==> src/rtl/contador_bcd_3digitos_regressivo.sv <==
// Three-digit BCD down counter with preset load, per-digit clamping and terminal-count flags.
// WRAP selects whether counting at 000 rolls over to 999 or holds at 000.
module contador_bcd_3digitos_regressivo #(
   parameter bit WRAP = 1'b0
) (
   input  logic       clock,
   input  logic       zera_n,
   input  logic       zera,
   input  logic       carrega,
   input  logic [3:0] valor0,
   input  logic [3:0] valor1,
   input  logic [3:0] valor2,
   input  logic       conta,
   output logic [3:0] digito0,
   output logic [3:0] digito1,
   output logic [3:0] digito2,
   output logic       fim,
   output logic       pulso_fim
);

   logic [3:0] dec0;
   logic [3:0] dec1;
   logic [3:0] dec2;
   logic       borrow0;
   logic       borrow1;
   logic       em_um;
   logic       decrementa;

   // Out-of-range preset nibbles load as 9 so a digit can never leave 0..9.
   function automatic logic [3:0] satura(input logic [3:0] v);
      return (v > 4'd9) ? 4'd9 : v;
   endfunction

   // Borrow ripples units -> tens -> hundreds; at 000 this naturally yields 999.
   always_comb begin
      borrow0 = (digito0 == 4'd0);
      dec0    = borrow0 ? 4'd9 : 4'(digito0 - 4'd1);
      borrow1 = borrow0 && (digito1 == 4'd0);
      dec1    = digito1;
      if (borrow0) begin
         dec1 = (digito1 == 4'd0) ? 4'd9 : 4'(digito1 - 4'd1);
      end
      dec2 = digito2;
      if (borrow1) begin
         dec2 = (digito2 == 4'd0) ? 4'd9 : 4'(digito2 - 4'd1);
      end
   end

   assign fim        = (digito2 == 4'd0) && (digito1 == 4'd0) && (digito0 == 4'd0);
   assign em_um      = (digito2 == 4'd0) && (digito1 == 4'd0) && (digito0 == 4'd1);
   assign decrementa = conta && (!fim || WRAP);

   // Priority: zera, then carrega, then conta; pulso_fim only fires on the 001 -> 000 step.
   always_ff @(posedge clock or negedge zera_n) begin
      if (!zera_n) begin
         digito0   <= 4'd0;
         digito1   <= 4'd0;
         digito2   <= 4'd0;
         pulso_fim <= 1'b0;
      end else if (zera) begin
         digito0   <= 4'd0;
         digito1   <= 4'd0;
         digito2   <= 4'd0;
         pulso_fim <= 1'b0;
      end else if (carrega) begin
         digito0   <= satura(valor0);
         digito1   <= satura(valor1);
         digito2   <= satura(valor2);
         pulso_fim <= 1'b0;
      end else if (decrementa) begin
         digito0   <= dec0;
         digito1   <= dec1;
         digito2   <= dec2;
         pulso_fim <= em_um;
      end else begin
         pulso_fim <= 1'b0;
      end
   end

endmodule

==> config.mk <==
export PLATFORM = sky130hd
export DESIGN_NAME = contador_bcd_3digitos_regressivo
export DESIGN_NICKNAME = d
export VERILOG_FILES = /design/src/rtl/contador_bcd_3digitos_regressivo.sv
export SDC_FILE = /design/constraint.sdc
export NUM_CORES = 1
export LEC_CHECK = 0
export BUFFER_PORTS_ARGS = -buffer_cell sky130_fd_sc_hd__buf_4
export CORE_MARGIN = 3
export CORE_UTILIZATION = 40
export CTS_BUF_LIST = sky130_fd_sc_hd__clkbuf_8
export DETAILED_ROUTE_END_ITERATION = 8
export PLACE_DENSITY = 0.63
export SLEW_MARGIN = 20
export SYNTH_ARGS = -nofsm -noshare
export SYNTH_HDL_FRONTEND = slang
export SYNTH_SLANG_ARGS = --single-unit
==> constraint.sdc <==
create_clock -name clock -period 1.81 [get_ports clock]
set_input_delay 0 -clock clock [delete_from_list [all_inputs] [get_ports clock]]
set_output_delay 0 -clock clock [all_outputs]
set_load 0.03 [all_outputs]
==> results.md, run 1 <==
- Longest Clk Path Bufs: 2
- Gr usage total: 0.188
- CP Launch Point: digito1[0]$_DFFE_PN0P_
- # DRC: 0
- Area growth, synth to finish: 47.8%
- CP Data Required Time: about 1900 ps
- CTS Buf Count: 3
- Max Cap Viol: 0
- Reg2Reg Depth: 7
- Crit path depth: 7
- R2R Setup Slk: ~58 ps
- Final hold viol count: 0
- Initial DRT Pass Iterations: 5
- DIE WIDTH: just under 60 um
- CP arrival: 1880 ps
- P per Cell Area: a little under 800 mW/mm^2
- Dpl hpwl: between 2 and 2.5 mm
- Syn nets: roughly 140
- Shortest period the worst path allows: 1750 ps
- RD Place Congestion: 0.840
- Ys flop type: dfrtp_1
- Vias in the first global route: 1045
- Worst-path cell with the longest stage delay: dfrtp_2
- P_leak: 0.721 nW
- Unique cell type count in the Yosys netlist: between 40 and 50
- Clock Pin Slew Worst Setup and Hold Paths: 60 ps
- Final clock skew: approximately 2 ps
- Ports: 31
- FP Rows: 18
- Nets: between 150 and 200
- CP cell instances: inv_2, ha_4, nor3b_4, buf_6, buf_4, nand2_1, nor4_1
- Critical Path Sink Type: register
- Clk Latency, worst-skew pair: 250 ps
- Clock sink total: 13
- Final Setup Violations: 0
- Final core utilization: 0.627
- Slew Limit Fails: 0
- Mean Syn Cell Area: between 9 and 10 um^2
- Iteration-0 DRC count of the detailed router: 23
- Fill count: approximately 240
- Max stage delay on crit path: approximately 400 ps
- Ant diodes: 0
- Crit path max fanout: 5
- Syn. warnings: 0
- Starting density of the core: 0.425
- Post-synth top area share: 0.304
- Via count: ~1.1k
- Ranking of synthesized cells by area: dfrtp_1 (30%), ha_1 (8.2%), inv_1 (3.9%)
- FFs w/ async S/R, synth: 1.00
- Worst path bufs/invs: 3
- Mapped Cells: around 120
- CP Launch Type: register
- Largest net degree at the start of global routing: 22
- Initial antenna violation count: 0
- Peak VDD IR: roughly 0.46 mV
- Max Freq: roughly 0.57 GHz
- Root Driver: clkbuf_8
- Routed WL: 3.14 mm
- Relative slew slack: 0.754
- FF-to-FF Start: digito1[0]$_DFFE_PN0P_
- Leading area contributor after synthesis: dfrtp_1
- Final Power: 1.24 mW
- WS Path Type: reg -> reg
- EDFF count, synth: 0
- # port buffers: 30
- Seq/Total Area, Yosys: 0.304
- Die Footprint: about 0.0033 mm^2
- H-tree levels: 1
- CP Capture Point: pulso_fim$_DFF_PN0_
- Share of layout cells above drive strength 1: 0.476
- Post-synthesis cell area: 0.00107 mm^2
- Synth top cells by count: dfrtp_1 (13), inv_1 (11), a21oi_1 (8)
- Total grt overflow: 0
- First-pass GRT wire length: about 4.9 mm
- Reg2reg end: pulso_fim$_DFF_PN0_
- Dpl ws: -0.526 ps
- Dpl cells: 189
- Most common cell in the netlist: dfrtp_1
- Mean routed wirelength per cell: between 15 and 20 um
- Tcrit/Tclk final: 0.968
- Chip Height: 57.7 um
- Antenna viol nets, final: 0
- Setup TNS: 0 ps
- Hold Path Class: in -> reg
- Core area: 0.00252 mm^2
- CTS tree: done
- Post-route setup slack: a little under 60 ps
- Crit path max-delay family: simple AND/OR/NAND/NOR gates
- Worst Max-Slew Pin Slew: around 370 ps
- Drt via density: between 5 and 6
- Outcome: completed
- Post-synthesis register bit count: 13
- Non-Filler Instances: 200
- Unrepaired setup endpoints after global routing: yes
## cells by family (layout without fill, tap and decap cells)
kind of cell / Yosys count / after routing / synth area share
simple gates: 44 / 44 / 0.258
compound gates: 36 / 36 / 0.259
flops: 13 / 13 / 0.304
mux: 4 / 4 / 0.0421
fa+ha+maj: 7 / 7 / 0.0818
buf+inv: 15 / 66 / 0.0549
## worst min path at each step
stage | cells after the start | startpoint | end | slack, ps
detailed placement | 1 | zera_n | digito1[3]$_DFFE_PN0P_ | -140
CTS | 3 | conta | pulso_fim$_DFF_PN0_ | 30
finish | 3 | conta | pulso_fim$_DFF_PN0_ | 30
global placement | 1 | zera_n | digito1[3]$_DFFE_PN0P_ | -140
global route | 3 | conta | pulso_fim$_DFF_PN0_ | 30
floorplan | 0 | zera_n | digito0[0]$_DFFE_PN0P_ | -300
## registers in the layout, indices dropped and copies added (netlist names)
| register | cells |
|---|---|
| pulso_fim | 1 |
| digito2 | 4 |
| digito0 | 4 |
| digito1 | 4 |
## cell type report
cell class,instances,area (um^2),area share
multi-input combinational,91,737,0.466
timing repair buffer,51,389,0.246
sequential,13,333,0.210
clock buffer,3,41.3,0.0261
inverter,11,41.3,0.0261
tap,30,37.5,0.0237
clock inverter,1,3.75,0.00237
## worst reg2reg max path, cell delays in order, from the launching register on
cell	delay, ps
dfrtp_2	400
inv_2	80
ha_4	130
nor3b_4	350
buf_6	170
buf_4	100
nand2_1	50
nor4_1	340
## through the flow
stage	area [um^2]	hold WS, ps
6_report	1580	34.3
5_1_grt	1580	34.7
4_1_cts	1520	33.9
3_5_place_dp	1450	-141
3_3_place_gp	1450	-142
2_1_floorplan	1100	-296
## power by group
| group | switching [mW] | total [mW] | leakage, nW | internal, mW |
|---|---|---|---|---|
| Sequential | 0.0440 | 0.370 | 0.162 | 0.326 |
| Combinational | 0.309 | 0.613 | 0.532 | 0.304 |
| Clock | 0.111 | 0.261 | 0.0269 | 0.150 |
| Total | 0.464 | 1.24 | 0.721 | 0.780 |
## per-layer routing
layer	up-vias	global-route usage	part of all wire
li1	542	-	-
met1	535	0.241	0.44
met2	25	0.311	0.51
met3	2	0.0512	0.047
met4	0	0.0530	0.0026
met5	-	0	0
## cells in the final DEF (no fill, tap or decap), drive strengths merged, types with 3 or more instances in the layout
cell type / Yosys / final
nor3b: 4 / 4
buf: 2 / 50
ha: 7 / 7
a21oi: 9 / 9
nor3: 4 / 4
mux2: 4 / 4
nand3: 3 / 3
dfrtp: 13 / 13
nand2: 7 / 7
a32o: 3 / 3
inv: 11 / 12
o21ai: 6 / 6
or3: 5 / 5
nand3b: 3 / 3
clkbuf: 2 / 3
nor2: 8 / 8
nand2b: 3 / 3
## repair_timing
item,CTS,global route
pin swaps,0,4
setup endpoints to repair,1,6
endpoints found under the hold margin,13,0
resized for setup,1,7
hold buffers,1,0
setup buffers,0,6
cloned,0,0
Power figures use the tool's default switching activity.
==> run 2: changes to the inputs <==
--- a/config.mk
+++ b/config.mk
@@ -8,9 +8,11 @@
 export BUFFER_PORTS_ARGS = -buffer_cell sky130_fd_sc_hd__buf_4
 export CORE_MARGIN = 3
 export CORE_UTILIZATION = 40
-export CTS_BUF_LIST = sky130_fd_sc_hd__clkbuf_8
+export CTS_BUF_LIST = sky130_fd_sc_hd__clkbuf_4
 export DETAILED_ROUTE_END_ITERATION = 8
+export GPL_ROUTABILITY_DRIVEN = 0
 export PLACE_DENSITY = 0.63
+export SKIP_LAST_GASP = 1
 export SLEW_MARGIN = 20
 export SYNTH_ARGS = -nofsm -noshare
 export SYNTH_HDL_FRONTEND = slang
==> run 2 against run 1 <==
Net effect: worst setup slack better by 3.2 ps; final area increased by 0.87%; sequential power is essentially flat; sequential share of layout area fell by 0.18 points; flip-flop and latch count stayed put; count of clock-buffer cells in the layout is 1 higher; total power fell by 4.3%; highest routed layer is now met3.
==> results.md, run 2 (same netlist as run 1, synthesis figures left out) <==
- Outcome: completed
- Iteration-0 DRC count of the detailed router: 30
- Clock Pin Slew Worst Setup and Hold Paths: roughly 80 ps
- Worst hold slack: between 20 and 30 ps
- Core area: 0.00252 mm^2
- Drt via density: 5.45
- Crit path max fanout: 7
- Max Freq: 0.572 GHz
- Worst-path cell with the longest stage delay: dfrtp_2
- Worst Max-Slew Pin Slew: around 330 ps
- Placed Area: roughly 0.0015 mm^2
- Clk Latency, worst-skew pair: between 200 and 300 ps
- Dpl cells: ~190
- Max Cap Viol: 0
- Share of layout cells above drive strength 1: 0.480
- Slew Limit Fails: 0
- Dpl ws: -0.526 ps
- H-tree levels: 1
- # DRC: 0
- Longest Clk Path Bufs: 2
- Shortest period the worst path allows: between 1500 and 2000 ps
- Relative slew slack: 0.779
- Clock sink total: 13
- P per Cell Area: approximately 750 mW/mm^2
- Nets: just under 200
- Largest net degree at the start of global routing: 22
- FF-to-FF Start: digito2[0]$_DFFE_PN0P_
- Hold path start: valor1[3]
- Final hold viol count: 0
- Dpl hpwl: ~2.3 mm
- Antenna viol nets, final: 0
- Via count: between 1k and 1.5k
- Most frequent cells in the layout: buf_4 (50), a21oi_1 (8)
- Final Setup Violations: 0
- Routed WL: between 3 and 4 mm
- Non-Filler Instances: around 200
- Peak VDD IR: 0.613 mV
- Commonest non-fill, non-tap cell in the layout: buf_4
- CTS Buf Count: 3
- P_leak: around 0.73 nW
- Final instance area: 0.00160 mm^2
- FP Rows: 18
- Area growth, synth to finish: 49.1%
- Die Footprint: approximately 0.0033 mm^2
- Initial antenna violation count: 0
- Gr usage total: 0.187
- WS Path Type: reg -> reg
- CP Data Required Time: 1980 ps
- Hold Path Class: in -> reg
- Vias in the first global route: roughly 1.0k
- Post-route setup slack: between 60 and 70 ps
- Ports: 31
- Starting density of the core: 0.425
- Final core utilization: 0.633
- CP cell instances: inv_2, ha_4, or3b_4, a31oi_4, mux2_4
- Biggest regs: digito0 (4), digito1 (4), digito2 (4)
- Mean routed wirelength per cell: between 15 and 20 um
- First-pass GRT wire length: 4.91 mm
- Worst path bufs/invs: 1
- Total grt overflow: 0
- Chip Height: approximately 58 um
- CTS tree: done
- Initial DRT Pass Iterations: 4
- CP Launch Point: digito2[0]$_DFFE_PN0P_
- Critical Path Sink Type: register
- Final clock skew: around 1.6 ps
- # port buffers: 30
- Crit path max-delay family: flip-flops
- Max stage delay on crit path: 410 ps
- Tcrit/Tclk final: 0.966
- DIE WIDTH: approximately 58 um
- Ant diodes: 0
- CP Launch Type: register
- CP arrival: 1920 ps
- Root Driver: clkbuf_4
==> run 2: cell type report <==
class	count	area, um^2
fill	233	926
multi-input combinational	91	738
timing repair buffer	54	417
sequential	13	333
inverter	11	41.3
tap	30	37.5
clock buffer	4	30.0
==> run 2: metal layers <==
metal / up-vias / wire length, um / GRT usage / share of wire
li1: 549 / - / - / -
met1: 532 / 1400 / 0.243 / 0.45
met2: 26 / 1590 / 0.308 / 0.51
met3: 0 / 151 / 0.0512 / 0.048
met4: 0 / 0 / 0.0430 / 0
met5: - / 0 / 0 / 0
==> run 2: worst reg2reg max path: cells and delay by family (launching register included) <==
kind / cells / cell delay [ps]
compound gates: 1 / 290
fa+ha+maj: 1 / 150
buf+inv: 1 / 90
flops: 1 / 410
mux: 1 / 330
simple gates: 1 / 380
==> run 2: path summary, 6_finish.rpt <==
kind / cells past startpoint / end / slack (ps)
max in group asynchronous: 2 / digito2[1]$_DFFE_PN0P_ / 1530
worst min register to register: 2 / digito2[1]$_DFFE_PN0P_ / 570
min in group asynchronous: 2 / digito1[0]$_DFFE_PN0P_ / 100
worst max register to register: 5 / digito2[3]$_DFFE_PN0P_ / 60
worst min-delay path: 3 / digito1[3]$_DFFE_PN0P_ / 30
worst max-delay path: 5 / digito2[3]$_DFFE_PN0P_ / 60
==> run 2: metrics by stage <==
stage	setup TNS (ps)	power (mW)
final	0	1.19
after detailed placement	-0.526	0.925
after floorplan	-54.7	0.707
after global placement	0	0.915
after CTS	0	1.14
after global routing	-17.8	1.27
==> run 2: what timing repair did <==
action                                  in CTS  in global routing
hold buffers                                 3                  0
buffers inserted                             0                  7
endpoints found under the setup margin       1                  8
resized for setup                            1                  7
pin swaps                                    0                  4
endpoints found under the hold margin       15                  0
==> run 2: power breakdown <==
| group | internal, mW | switching (mW) | leakage (nW) |
|---|---|---|---|
| clock | 0.101 | 0.102 | 0.0184 |
| sequential | 0.325 | 0.0444 | 0.162 |
| combinational | 0.311 | 0.308 | 0.548 |
| total | 0.737 | 0.454 | 0.729 |
==> run 3: changes to the inputs <==
--- a/config.mk
+++ b/config.mk
@@ -6,12 +6,14 @@
 export NUM_CORES = 1
 export LEC_CHECK = 0
 export BUFFER_PORTS_ARGS = -buffer_cell sky130_fd_sc_hd__buf_4
+export CELL_PAD_IN_SITES_DETAIL_PLACEMENT = 0
+export CELL_PAD_IN_SITES_GLOBAL_PLACEMENT = 2
 export CORE_MARGIN = 3
-export CORE_UTILIZATION = 40
+export CORE_UTILIZATION = 28
 export CTS_BUF_LIST = sky130_fd_sc_hd__clkbuf_4
 export DETAILED_ROUTE_END_ITERATION = 8
 export GPL_ROUTABILITY_DRIVEN = 0
-export PLACE_DENSITY = 0.63
+export PLACE_DENSITY = 0.73
 export SKIP_LAST_GASP = 1
 export SLEW_MARGIN = 20
 export SYNTH_ARGS = -nofsm -noshare
==> run 3 against run 2 <==
Net effect: first-iteration DRC count grew 3.3%; highest routed layer is now met4; wire length shrank 3.9%; total power shrank 2.0%; clock skew is essentially flat; clock power is essentially flat; flip-flop and latch count is the same; non-clock buffer count shrank 3.
==> results.md, run 3 (same netlist as run 1, synthesis figures left out) <==
- Outcome: completed
- P per Cell Area: ~740 mW/mm^2
- Clock sink total: 13
- First-pass GRT wire length: 5.02 mm
- Most frequent cells in the layout: buf_4 (47), inv_1 (8), a21oi_1 (8)
- Max stage delay on crit path: 430 ps
- R2R Setup Slk: just under 70 ps
- Drt via density: about 4.9
- CTS tree: done
- FP Rows: 21
- CTS Buf Count: 3
- Total grt overflow: 0
- # DRC: 0
- Antenna viol nets, final: 0
- Chip Height: just under 70 um
- Nets: 195
- Core area: about 0.0035 mm^2
- WS Path Type: reg -> reg
- Dpl hpwl: around 2.3 mm
- Reg2Reg Depth: 5
- Sequential cell area: 333 um^2
- Ports: 31
- Relative slew slack: 0.758
- P_leak: approximately 0.71 nW
- Hold Path Class: in -> reg
- Initial DRT Pass Iterations: 4
- Max Freq: ~0.57 GHz
- CP arrival: 1910 ps
- Worst Max-Slew Pin Slew: about 360 ps
- Shortest period the worst path allows: around 1700 ps
- Largest net degree at the start of global routing: 22
- Clock power frac: 0.175
- # port buffers: 30
- Biggest regs: digito0 (4), digito1 (4), digito2 (4)
- Critical Path Sink Type: register
- Hold path start: valor0[2]
- Reg2reg end: digito2[3]$_DFFE_PN0P_
- Sequential share of power: 0.317
- Via count: 1054
- Clock Pin Slew Worst Setup and Hold Paths: around 90 ps
- Final instance area: 0.00158 mm^2
- Routed WL: around 3.0 mm
- Worst-path cell with the longest stage delay: dfrtp_2
- Final Power: 1.17 mW
- Vias in the first global route: about 1.0k
- Peak VDD IR: 0.257 mV
- Clk Latency, worst-skew pair: between 200 and 300 ps
- Hold Crit Depth: 3
- Iteration-0 DRC count of the detailed router: 31
- CP cell instances: inv_4, ha_4, or3b_4, a31oi_4, mux2_4
- H-tree levels: 1
- Combinational Power Share: 0.507
- Tcrit/Tclk final: 0.962
- Gr usage total: 0.143
- Starting density of the core: 0.306
- Worst path bufs/invs: 1
- Slew Limit Fails: 0
- Area growth, synth to finish: 47.4%
- CP Launch Type: register
- Final hold viol count: 0
- DIE WIDTH: a little under 70 um
- Pint: about 0.72 mW
- FF-to-FF Start: digito2[0]$_DFFE_PN0P_
- Final Setup Violations: 0
- Fill count: around 340
- Ant diodes: 0
- Max Cap Viol: 0
- P_sw: 0.443 mW
- Multi-input logic area: approximately 720 um^2
- Share of layout cells above drive strength 1: 0.453
- Final clock skew: approximately 1.1 ps
- CP Data Required Time: between 1500 and 2000 ps
- Sw Ratio: 0.379
- Unrepaired setup endpoints after global routing: yes
- Hold EP: digito0[2]$_DFFE_PN0P_
- Die Footprint: between 0.004 and 0.005 mm^2
- Crit path max fanout: 7
- Root Driver: clkbuf_4
- Mean routed wirelength per cell: 13.9 um
- Initial antenna violation count: 0
- Placed Area: ~0.0015 mm^2
- Crit path max-delay family: flip-flops
- Longest Clk Path Bufs: 2
- Commonest non-fill, non-tap cell in the layout: buf_4
## run 3: per-layer routing
layer | up-vias | track usage | part of all wire | routed length [um]
met2 | 17 | 0.235 | 0.48 | 1430
met5 | - | 0 | 0 | 0
met4 | 0 | 0.0298 | 0.0050 | 15
met1 | 494 | 0.199 | 0.49 | 1460
met3 | 2 | 0.0197 | 0.033 | 100
li1 | 541 | - | - | -
## run 3: per-stage QoR
step / std cells / setup TNS, ps / hold slack [ps] / setup WS, ps / utilization
after CTS: 209 / 0 / 0.913 / 37.1 / 0.434
after detailed placement: 202 / -0.467 / -131 / -0.467 / 0.415
after global placement: 202 / 0 / -133 / 7.22 / 0.415
after floorplan: 119 / -54.7 / -296 / -54.7 / -
after global routing: 216 / -15.0 / 12.9 / -5.35 / 0.452
final: 216 / 0 / 3.61 / 68.3 / 0.452
## run 3: cell type report
class                      count  area share
multi-input combinational     91       0.456
timing repair buffer          51       0.250
sequential                    13       0.211
tap                           46      0.0365
inverter                      11      0.0277
clock buffer                   4      0.0190
## run 3: worst max path at each step
| stage | to | start | slack, ps | cells past startpoint |
|---|---|---|---|---|
| floorplan | digito0[1]$_DFFE_PN0P_ | digito1[0]$_DFFE_PN0P_ | -50 | 6 |
| global placement | digito0[1]$_DFFE_PN0P_ | digito0[1]$_DFFE_PN0P_ | 7 | 6 |
| detailed placement | digito0[1]$_DFFE_PN0P_ | digito0[1]$_DFFE_PN0P_ | -0.5 | 6 |
| CTS | digito2[3]$_DFFE_PN0P_ | digito2[0]$_DFFE_PN0P_ | 40 | 5 |
| global route | digito0[1]$_DFFE_PN0P_ | digito0[1]$_DFFE_PN0P_ | -5 | 6 |
| finish | digito2[3]$_DFFE_PN0P_ | digito2[0]$_DFFE_PN0P_ | 70 | 5 |
## run 3: power by group through the flow
stage	sequential, mW	clock, mW	combinational [mW]
finish	0.370	0.205	0.592
global route	0.378	0.234	0.653
CTS	0.369	0.215	0.554
detailed placement	0.373	0	0.542
global placement	0.371	0	0.543
floorplan	0.444	0	0.263
## run 3: worst reg2reg max path, stage by stage, from the launching register on
cell     delay (ps)
dfrtp_2         430
inv_4            80
ha_4            140
or3b_4          380
a31oi_4         290
mux2_4          330
## run 3: repair_timing
item | CTS | global route
resized for setup | 1 | 4
pin swaps | 0 | 3
hold buffers | 3 | 0
endpoints found under the hold margin | 15 | 0
buffers inserted | 0 | 7
setup endpoints to repair | 1 | 7
